===== src/rtl/hazard_ctrl_if.sv =====
// Pipeline-status / pipeline-control bundle between the datapath and hazard_ctrl.
// master = datapath side (drives hazard sources), slave = hazard_ctrl.
interface hazard_ctrl_if;
  logic [4:0]  rs_id;
  logic [4:0]  rt_id;
  logic        use_rs_id;
  logic        use_rt_id;
  logic        md_use_id;
  logic        memread_ex;
  logic [4:0]  rd_ex;
  logic        branch_taken_ex;
  logic        md_start_ex;
  logic        dmem_req_mem;
  logic        dmem_ready_mem;

  logic        pc_en;
  logic        ifid_en;
  logic        idex_en;
  logic        exmem_en;
  logic        ifid_flush;
  logic        idex_flush;
  logic        memwb_flush;
  logic        md_busy;
  logic        md_done;
  logic        mem_err;
  logic [31:0] stall_cnt;

  modport master (
    output rs_id, rt_id, use_rs_id, use_rt_id, md_use_id,
           memread_ex, rd_ex, branch_taken_ex, md_start_ex,
           dmem_req_mem, dmem_ready_mem,
    input  pc_en, ifid_en, idex_en, exmem_en,
           ifid_flush, idex_flush, memwb_flush,
           md_busy, md_done, mem_err, stall_cnt
  );

  modport slave (
    input  rs_id, rt_id, use_rs_id, use_rt_id, md_use_id,
           memread_ex, rd_ex, branch_taken_ex, md_start_ex,
           dmem_req_mem, dmem_ready_mem,
    output pc_en, ifid_en, idex_en, exmem_en,
           ifid_flush, idex_flush, memwb_flush,
           md_busy, md_done, mem_err, stall_cnt
  );
endinterface


===== src/rtl/hazard_ctrl.sv =====
// Five-stage pipeline sequencing controller: load-use, taken-branch, data-memory
// wait and MD-occupancy resolution, plus memory-timeout flag and stall counter.
module hazard_ctrl #(
  parameter int unsigned MD_LAT      = 8,
  parameter int unsigned MEM_TIMEOUT = 255
) (
  input  logic        clk,
  input  logic        rst,
  hazard_ctrl_if.slave bus
);

  logic [7:0]  md_cnt_q,    md_cnt_d;
  logic [15:0] wcnt_q,      wcnt_d;
  logic [31:0] stall_cnt_q, stall_cnt_d;
  logic        mem_err_q,   mem_err_d;

  logic mem_stall;
  logic load_use;
  logic md_stall;
  logic md_accept;
  logic md_busy;
  logic pc_en, ifid_en, idex_en, exmem_en;
  logic ifid_flush, idex_flush, memwb_flush;

  always_comb begin
    mem_stall = bus.dmem_req_mem & ~bus.dmem_ready_mem;
    load_use  = bus.memread_ex & (bus.rd_ex != 5'd0) &
                ((bus.use_rs_id & (bus.rs_id == bus.rd_ex)) |
                 (bus.use_rt_id & (bus.rt_id == bus.rd_ex)));
    md_busy   = (md_cnt_q != 8'd0);
    md_stall  = md_busy & bus.md_use_id;
    md_accept = bus.md_start_ex & ~mem_stall;
  end

  // Single prioritised action per cycle; reset forces every control low.
  always_comb begin
    pc_en       = 1'b1;
    ifid_en     = 1'b1;
    idex_en     = 1'b1;
    exmem_en    = 1'b1;
    ifid_flush  = 1'b0;
    idex_flush  = 1'b0;
    memwb_flush = 1'b0;
    if (rst) begin
      pc_en    = 1'b0;
      ifid_en  = 1'b0;
      idex_en  = 1'b0;
      exmem_en = 1'b0;
    end else if (mem_stall) begin
      pc_en       = 1'b0;
      ifid_en     = 1'b0;
      idex_en     = 1'b0;
      exmem_en    = 1'b0;
      memwb_flush = 1'b1;
    end else if (bus.branch_taken_ex) begin
      ifid_flush = 1'b1;
      idex_flush = 1'b1;
    end else if (md_stall | load_use) begin
      pc_en      = 1'b0;
      ifid_en    = 1'b0;
      idex_flush = 1'b1;
    end
  end

  always_comb begin
    md_cnt_d = md_cnt_q;
    if (md_accept)
      md_cnt_d = 8'(MD_LAT);
    else if (md_busy)
      md_cnt_d = md_cnt_q - 8'd1;

    wcnt_d    = mem_stall ? (wcnt_q + 16'd1) : '0;
    mem_err_d = mem_err_q | (mem_stall & (wcnt_q == 16'(MEM_TIMEOUT - 1)));

    stall_cnt_d = stall_cnt_q + {31'd0, ~pc_en};
  end

  always_ff @(posedge clk or posedge rst) begin
    if (rst) begin
      md_cnt_q    <= '0;
      wcnt_q      <= '0;
      stall_cnt_q <= '0;
      mem_err_q   <= 1'b0;
    end else begin
      md_cnt_q    <= md_cnt_d;
      wcnt_q      <= wcnt_d;
      stall_cnt_q <= stall_cnt_d;
      mem_err_q   <= mem_err_d;
    end
  end

  assign bus.pc_en       = pc_en;
  assign bus.ifid_en     = ifid_en;
  assign bus.idex_en     = idex_en;
  assign bus.exmem_en    = exmem_en;
  assign bus.ifid_flush  = ifid_flush;
  assign bus.idex_flush  = idex_flush;
  assign bus.memwb_flush = memwb_flush;
  assign bus.md_busy     = md_busy;
  assign bus.md_done     = (md_cnt_q == 8'd1) & ~md_accept;
  assign bus.mem_err     = mem_err_q;
  assign bus.stall_cnt   = stall_cnt_q;

endmodule


===== src/flat_wrapper.sv =====
// flat-port wrapper written by rule: the top's interface ports become plain ports
module hazard_ctrl_flat 
#(
  parameter int unsigned MD_LAT      = 8,
  parameter int unsigned MEM_TIMEOUT = 255
)
  (clk, rst, bus_rs_id, bus_rt_id, bus_use_rs_id, bus_use_rt_id, bus_md_use_id, bus_memread_ex, bus_rd_ex, bus_branch_taken_ex, bus_md_start_ex, bus_dmem_req_mem, bus_dmem_ready_mem, bus_pc_en, bus_ifid_en, bus_idex_en, bus_exmem_en, bus_ifid_flush, bus_idex_flush, bus_memwb_flush, bus_md_busy, bus_md_done, bus_mem_err, bus_stall_cnt);
  hazard_ctrl_if bus_i ();
  input  logic clk;
  input  logic rst;
  input wire logic [$bits(bus_i.rs_id)-1:0] bus_rs_id;
  input wire logic [$bits(bus_i.rt_id)-1:0] bus_rt_id;
  input wire logic [$bits(bus_i.use_rs_id)-1:0] bus_use_rs_id;
  input wire logic [$bits(bus_i.use_rt_id)-1:0] bus_use_rt_id;
  input wire logic [$bits(bus_i.md_use_id)-1:0] bus_md_use_id;
  input wire logic [$bits(bus_i.memread_ex)-1:0] bus_memread_ex;
  input wire logic [$bits(bus_i.rd_ex)-1:0] bus_rd_ex;
  input wire logic [$bits(bus_i.branch_taken_ex)-1:0] bus_branch_taken_ex;
  input wire logic [$bits(bus_i.md_start_ex)-1:0] bus_md_start_ex;
  input wire logic [$bits(bus_i.dmem_req_mem)-1:0] bus_dmem_req_mem;
  input wire logic [$bits(bus_i.dmem_ready_mem)-1:0] bus_dmem_ready_mem;
  output wire logic [$bits(bus_i.pc_en)-1:0] bus_pc_en;
  output wire logic [$bits(bus_i.ifid_en)-1:0] bus_ifid_en;
  output wire logic [$bits(bus_i.idex_en)-1:0] bus_idex_en;
  output wire logic [$bits(bus_i.exmem_en)-1:0] bus_exmem_en;
  output wire logic [$bits(bus_i.ifid_flush)-1:0] bus_ifid_flush;
  output wire logic [$bits(bus_i.idex_flush)-1:0] bus_idex_flush;
  output wire logic [$bits(bus_i.memwb_flush)-1:0] bus_memwb_flush;
  output wire logic [$bits(bus_i.md_busy)-1:0] bus_md_busy;
  output wire logic [$bits(bus_i.md_done)-1:0] bus_md_done;
  output wire logic [$bits(bus_i.mem_err)-1:0] bus_mem_err;
  output wire logic [$bits(bus_i.stall_cnt)-1:0] bus_stall_cnt;
  assign bus_i.rs_id = bus_rs_id;
  assign bus_i.rt_id = bus_rt_id;
  assign bus_i.use_rs_id = bus_use_rs_id;
  assign bus_i.use_rt_id = bus_use_rt_id;
  assign bus_i.md_use_id = bus_md_use_id;
  assign bus_i.memread_ex = bus_memread_ex;
  assign bus_i.rd_ex = bus_rd_ex;
  assign bus_i.branch_taken_ex = bus_branch_taken_ex;
  assign bus_i.md_start_ex = bus_md_start_ex;
  assign bus_i.dmem_req_mem = bus_dmem_req_mem;
  assign bus_i.dmem_ready_mem = bus_dmem_ready_mem;
  assign bus_pc_en = bus_i.pc_en;
  assign bus_ifid_en = bus_i.ifid_en;
  assign bus_idex_en = bus_i.idex_en;
  assign bus_exmem_en = bus_i.exmem_en;
  assign bus_ifid_flush = bus_i.ifid_flush;
  assign bus_idex_flush = bus_i.idex_flush;
  assign bus_memwb_flush = bus_i.memwb_flush;
  assign bus_md_busy = bus_i.md_busy;
  assign bus_md_done = bus_i.md_done;
  assign bus_mem_err = bus_i.mem_err;
  assign bus_stall_cnt = bus_i.stall_cnt;
  hazard_ctrl #(.MD_LAT(MD_LAT), .MEM_TIMEOUT(MEM_TIMEOUT)) u_core (.clk(clk), .rst(rst), .bus(bus_i));
endmodule

===== config.mk =====
export PLATFORM = sky130hd
export DESIGN_NAME = hazard_ctrl_flat
export DESIGN_NICKNAME = d
export VERILOG_FILES = /design/src/rtl/hazard_ctrl_if.sv /design/src/rtl/hazard_ctrl.sv /design/src/flat_wrapper.sv
export SDC_FILE = /design/constraint.sdc
export NUM_CORES = 1
export LEC_CHECK = 0
export ABC_AREA = 0
export CAP_MARGIN = 40
export CORE_MARGIN = 2
export CORE_UTILIZATION = 45
export DETAILED_ROUTE_END_ITERATION = 7
export GPL_ROUTABILITY_DRIVEN = 0
export PLACE_DENSITY = 0.76
export REMOVE_ABC_BUFFERS = 1
export SETUP_SLACK_MARGIN = 0.4
export SYNTH_ARGS = -nofsm -noshare
export SYNTH_HDL_FRONTEND = slang
export SYNTH_SLANG_ARGS = --single-unit

===== constraint.sdc =====
create_clock -name clk -period 3.4 [get_ports clk]
set_input_delay 0.68 -clock clk [delete_from_list [all_inputs] [get_ports clk]]
set_output_delay 0.68 -clock clk [all_outputs]
set_load 0.05 [all_outputs]

---- Yosys cells after proc, flatten, opt, wreduce, memory -nomap -nowiden ----
Cells that the tools add are included.
operators by class
  add/sub/neg operators ................... 3
  equal/unequal tests ..................... 4
  mux-type cells .......................... 18
  bitwise logic cells ..................... 16
  reduce and logical (&&, ||, !) cells .... 3
operators with widths
  kind                                                                    count
  32-bit by 1-bit adder with 32-bit output                                1
  16-bit by 1-bit adder with 16-bit output, second input constant         1
  16-bit by 8-bit equality test with 1-bit output, second input constant  1
  16-bit two-way mux                                                      1
  8-bit two-way mux                                                       2
  1-bit two-way mux                                                       15
  5-bit equality test                                                     2
  1-bit bitwise AND                                                       9
  8-bit by 1-bit equality test with 1-bit output, second input constant   1
  8-bit nonzero test                                                      1
  8-bit by 1-bit subtractor with 8-bit output, second input constant      1
  5-bit nonzero test                                                      1
  1-bit NOT                                                               4
  1-bit OR                                                                3
  2-bit nonzero test                                                      1
word-level totals
  output and inout bits ................... 42
  logic and storage cells ................. 48
  flip-flop bits (word level) ............. 57
  input bits .............................. 25

---- Depth between registers and ports, before layout ----
Gate-level depths: netlist of the first run.
  word-level depth ........................ 11
  gate-level depth with buffers ........... 13
  depth with buffers taken out ............ 12

---- Worst setup path after synthesis of the first run ----
OpenSTA, ideal clock, no wires.
  kind .................................... input port to output port
  from .................................... in rst
  to ...................................... out bus_idex_flush
  data required time ...................... 2.720 ns
  stages on the path ...................... 3
  arrival time ............................ 3.394 ns
  path slack .............................. -0.674 ns
  buffers on the path ..................... 0
  cell sequence ........................... inv_1 -> nand2_1 -> o31ai_1
between the ends
  word-level cells in the longest chain between the ends .. 1
RTL lines
  what               line                source
  from (decl)        flat_wrapper.sv:10  input logic rst;
  1-bit two-way mux  hazard_ctrl.sv:44   if (rst) begin
  to (decl)          flat_wrapper.sv:27  output wire logic [$bits(bus_i.idex_flush)-1:0] bus_idex_flush;
Every way passes these cells.

---- Worst setup path after layout of the first run ----
  from .................................... in bus_rs_id[3]
  to ...................................... reg u_core.stall_cnt_q[30] (netlist: u_core.bus.stall_cnt[30])
between the ends
  word-level cells in the longest chain between the ends .. 11
RTL lines
  what                                      line                source
  from (decl)                               flat_wrapper.sv:11  input wire logic [$bits(bus_i.rs_id)-1:0] bus_rs_id;
  5-bit equality test                       hazard_ctrl.sv:28   ((bus.use_rs_id & (bus.rs_id == bus.rd_ex)) |
  1-bit bitwise AND                         hazard_ctrl.sv:28
  1-bit OR                                  hazard_ctrl.sv:28
  1-bit bitwise AND                         hazard_ctrl.sv:27   load_use = bus.memread_ex & (bus.rd_ex != 5'd0) &
  1-bit OR                                  hazard_ctrl.sv:58   end else if (md_stall | load_use) begin
  1-bit two-way mux                         hazard_ctrl.sv:58
  1-bit two-way mux                         hazard_ctrl.sv:55   end else if (bus.branch_taken_ex) begin
  1-bit two-way mux                         hazard_ctrl.sv:49   end else if (mem_stall) begin
  1-bit two-way mux                         hazard_ctrl.sv:44
  1-bit NOT                                 hazard_ctrl.sv:75   stall_cnt_d = stall_cnt_q + {31'd0, ~pc_en};
  32-bit by 1-bit adder with 32-bit output  hazard_ctrl.sv:75
  net u_core.stall_cnt_d[30]                hazard_ctrl.sv:14   logic [31:0] stall_cnt_q, stall_cnt_d;
  to (signal assigned)                      hazard_ctrl.sv:87   stall_cnt_q <= stall_cnt_d;
  to (decl)                                 hazard_ctrl.sv:14
The timed path passes the listed nets, and every way through them passes these cells.
A chain may end at the register's enable or synchronous reset.

==> results.md, run 1 <==
- Status: finished clean
- Worst Max-Slew Pin Slew: 0.707 ns
- DIE WIDTH: 84.9 µm
- Hold path depth: 1
- Clk_skew: 0.00724 ns
- Crit end category: flop
- Initial DRC count: 116
- Chip height: 84.9 µm
- Critical Path AT: 3.17 ns
- Crit start category: input port
- # setup viols final: 0
- Cell family with most CP delay: simple AND/OR/NAND/NOR gates
- Worst skew pair latency: 0.32 ns
- Primary FF master, synth: dfrtp_1
- Maximum vdd drop: 0.305 mV
- Largest net degree at the start of global routing: 58
- DRC: 0
- Top Layer Used: met4
- Post-synthesis sequential area ratio: 0.485
- R2R depth: 13
- P per Cell Area: 517 mW/mm²
- Syn Inst Count: 278
- Crit share post-route: 0.862
- Met3 wire len: 384 µm
- Initial core utilization: 0.463
- Die area: 0.00720 mm²
- YS warnings: 0
- Cell Area, Synth: 0.00294 mm²
- Initial antenna violation count: 0
- Critical path class: input port to flop
- Post-layout util: 0.642
- Syn avg cell area: 10.6 µm²
- Number of port buffers: 66
- Max Root-Sink Buffers: 2
- RSZ-0062 raised after global routing: true
- CTS tree: yes
- Core box area: 0.00635 mm²
- Layout cell share with drive strength beyond 1: 0.163
- Max-cap viol count: 0
- Hold worst-path end: u_core.bus.mem_err
- Fin cells: 444
- R2R Path Start: u_core.md_cnt_q[0]
- Antenna viol nets, final: 0
- Ys async rst share: 1.00
- Detailed-route wire length per cell: 14.5 µm
- Crit path buf inv count: 2
- Met2 wire length: 3.31 mm
- Max incr delay on CP: 0.29 ns
- Highest clock rate: 341 MHz
- CP max stage cell: nor4_1
- Most used cell, CP: xor2_1
- First-pass GRT wire length: 10.8 mm
- RR Endpoint: u_core.bus.stall_cnt[12]
- Crit path required time: 3.64 ns
- Drt first pass iters: 4
- Reg-to-reg setup timing slack: 0.55 ns
- Count of different cell masters after synthesis: 42
- Post-synth EDFFs: 0
- Pwr Total: 2.11 mW
- Area Overhead vs Synth: 38.4%
- Slew Limit Fails: 0
- Tmin final: 2.93 ns
- Root Driver: clkbuf_8
- Vias: 2386
- Wl on met1: 2.63 mm
- Crit Path Max Fanout: 3
- Drt total wl: 6.45 mm
- DP HPWL: 4.61 mm
- P_leak: 1.80 nW
- H-tree lvl count: 3
- Gr ovfl total: 0
- Clock-pin slew on the worst setup and hold paths: 0.06 ns
- Class of the worst hold path: flop to flop
- Row count: 29
- Ordered cell list for the critical path: dlygate4sd2_1 > xor2_1 > nor4_1 > a32oi_1 > o31ai_1 > ha_2 > ha_4 > and4_4 > buf_6 > nand4_1 > nor3_2 > xor2_1
- Vias per cell: 5.37
- Relative slew slack: 0.529
- Cts bufs inserted: 9
- Post-synthesis register bit count: 57
- Num ports: 67
- Tot GR Track Use: 0.187
- Inst Count DP: 424
- N_diodes: 0
- Sink Count: 57
- Setup TNS: 0 ns
- Layout Nets: 393
- Vias in the first global route: 2373
- Worst hold start: u_core.bus.mem_err
- Final Hold Vio Count: 0
## cell type report
cell class                 count  area, µm²
clock buffer                  13        159
fill                         514       2280
clock inverter                 3       15.0
multi-input combinational    202       1500
timing repair buffer          81        841
sequential                    57       1430
tap                           77       96.3
inverter                      11       41.3
## per-layer routing
| layer | vias to the layer above | global-route usage |
|---|---|---|
| met5 | - | 0 |
| met4 | 0 | 0.0808 |
| met3 | 11 | 0.0457 |
| met2 | 74 | 0.315 |
| met1 | 1144 | 0.230 |
| li1 | 1157 | - |
## where the power goes
group / internal [mW] / switching [mW] / total (mW) / leakage, nW
registers: 0.759 / 0.117 / 0.876 / 0.758
logic: 0.300 / 0.386 / 0.687 / 0.948
clock network: 0.301 / 0.244 / 0.545 / 0.0932
total: 1.36 / 0.747 / 2.11 / 1.80
## synthesized netlist by cell type, types with 2 or more instances
cell      count  area, µm²
dfrtp_1      57       1430
xor2_1       28        245
xnor2_1      25        219
nor2_1       22       82.6
nand2_1      15       56.3
nand3_1      15       75.1
nand4_1      14       87.6
inv_1        11       41.3
and4_1        9       78.8
a21oi_1       7       35.0
nor4_1        7       43.8
ha_1          6       75.1
nor3_1        5       25.0
o21ai_0       5       25.0
and3_1        4       25.0
clkbuf_1      4       15.0
nor3_2        4       40.0
or3_1         4       25.0
nand2b_1      3       18.8
o31ai_1       3       22.5
a211oi_1      2       15.0
a31oi_1       2       12.5
and2_0        2       12.5
and2_1        2       12.5
buf_4         2       15.0
nor3b_1       2       15.0
nor4_4        2       42.5
or4_1         2       15.0
## worst reg2reg max path, cell delays in order, from the launching register on
cell and delay [ns]:
dfrtp_1 0.43, inv_1 0.08, ha_1 0.19, nor3b_1 0.25, nand2_1 0.14, a31oi_2 0.27
o31ai_1 0.12, ha_2 0.23, ha_4 0.17, and4_4 0.19, buf_4 0.12, and3_1 0.22
and3_1 0.20, xor2_1 0.14
## worst max-delay path by stage
stage | endpoint | cells past startpoint | from
after global placement | u_core.bus.stall_cnt[18] | 12 | bus_rd_ex[2]
after detailed placement | u_core.bus.stall_cnt[18] | 12 | bus_rd_ex[2]
after global routing | u_core.bus.stall_cnt[30] | 12 | bus_rs_id[3]
final | u_core.bus.stall_cnt[30] | 12 | bus_rs_id[3]
after CTS | bus_pc_en | 7 | bus_rt_id[4]
after floorplan | bus_idex_flush | 3 | rst
## repair_timing
item	in CTS	in global routing
setup buffers	0	4
endpoints found under the setup margin	20	14
pin swaps	5	9
hold buffers	0	0
gates resized for setup	14	20
## flip-flops by register name (all words and copies together), names as in the netlist
signal and flops:
u_core.bus.stall_cnt 32, u_core.wcnt_q 16, u_core.md_cnt_q 8, u_core.bus.mem_err 1
## logic make-up after synthesis
group                      after synthesis  synth area share
and+or+nand+nor                        119             0.250
DFF                                     57             0.485
adders and majority gates                6            0.0255
buffers and inverters                   19            0.0298
xor gates and xnor gates                53             0.158
AOI/OAI and AO/OA                       23            0.0489
muxes                                    1           0.00340
## metrics by stage
stage	hold slack, ns	worst slack [ns]	cell area [µm²]
2_1_floorplan	0.447	-0.674	2900
3_3_place_gp	0.459	0.0152	3800
3_5_place_dp	0.464	-0.110	3800
4_1_cts	0.478	0.420	3990
5_1_grt	0.492	0.305	4070
6_report	0.472	0.471	4070
## layout by cell type (no fill, tap or decap), drive strengths merged, types with 7 or more instances in the layout
master	instances
a21oi	7
and4	9
buf	23
clkbuf	15
clkdlybuf4s50	44
dfrtp	57
inv	11
nand2	15
nand3	16
nand4	15
nor2	22
nor3	9
nor4	10
xnor2	25
xor2	28
(Power assumes the default switching activity.)
==> run 2: changes to the inputs <==
--- a/config.mk
+++ b/config.mk
@@ -6,7 +6,7 @@
 export NUM_CORES = 1
 export LEC_CHECK = 0
 export ABC_AREA = 0
-export CAP_MARGIN = 40
+export CAP_MARGIN = 10
 export CORE_MARGIN = 2
 export CORE_UTILIZATION = 45
 export DETAILED_ROUTE_END_ITERATION = 7
==> results of run 2 <==
The final DEF is identical to that of run 1; final timing and power are the same.
==> run 3: changes to the inputs <==
--- a/config.mk
+++ b/config.mk
@@ -10,7 +10,6 @@
 export CORE_MARGIN = 2
 export CORE_UTILIZATION = 45
 export DETAILED_ROUTE_END_ITERATION = 7
-export GPL_ROUTABILITY_DRIVEN = 0
 export PLACE_DENSITY = 0.76
 export REMOVE_ABC_BUFFERS = 1
 export SETUP_SLACK_MARGIN = 0.4
==> results of run 3 <==
The final DEF is identical to that of run 1; final timing and power are the same.
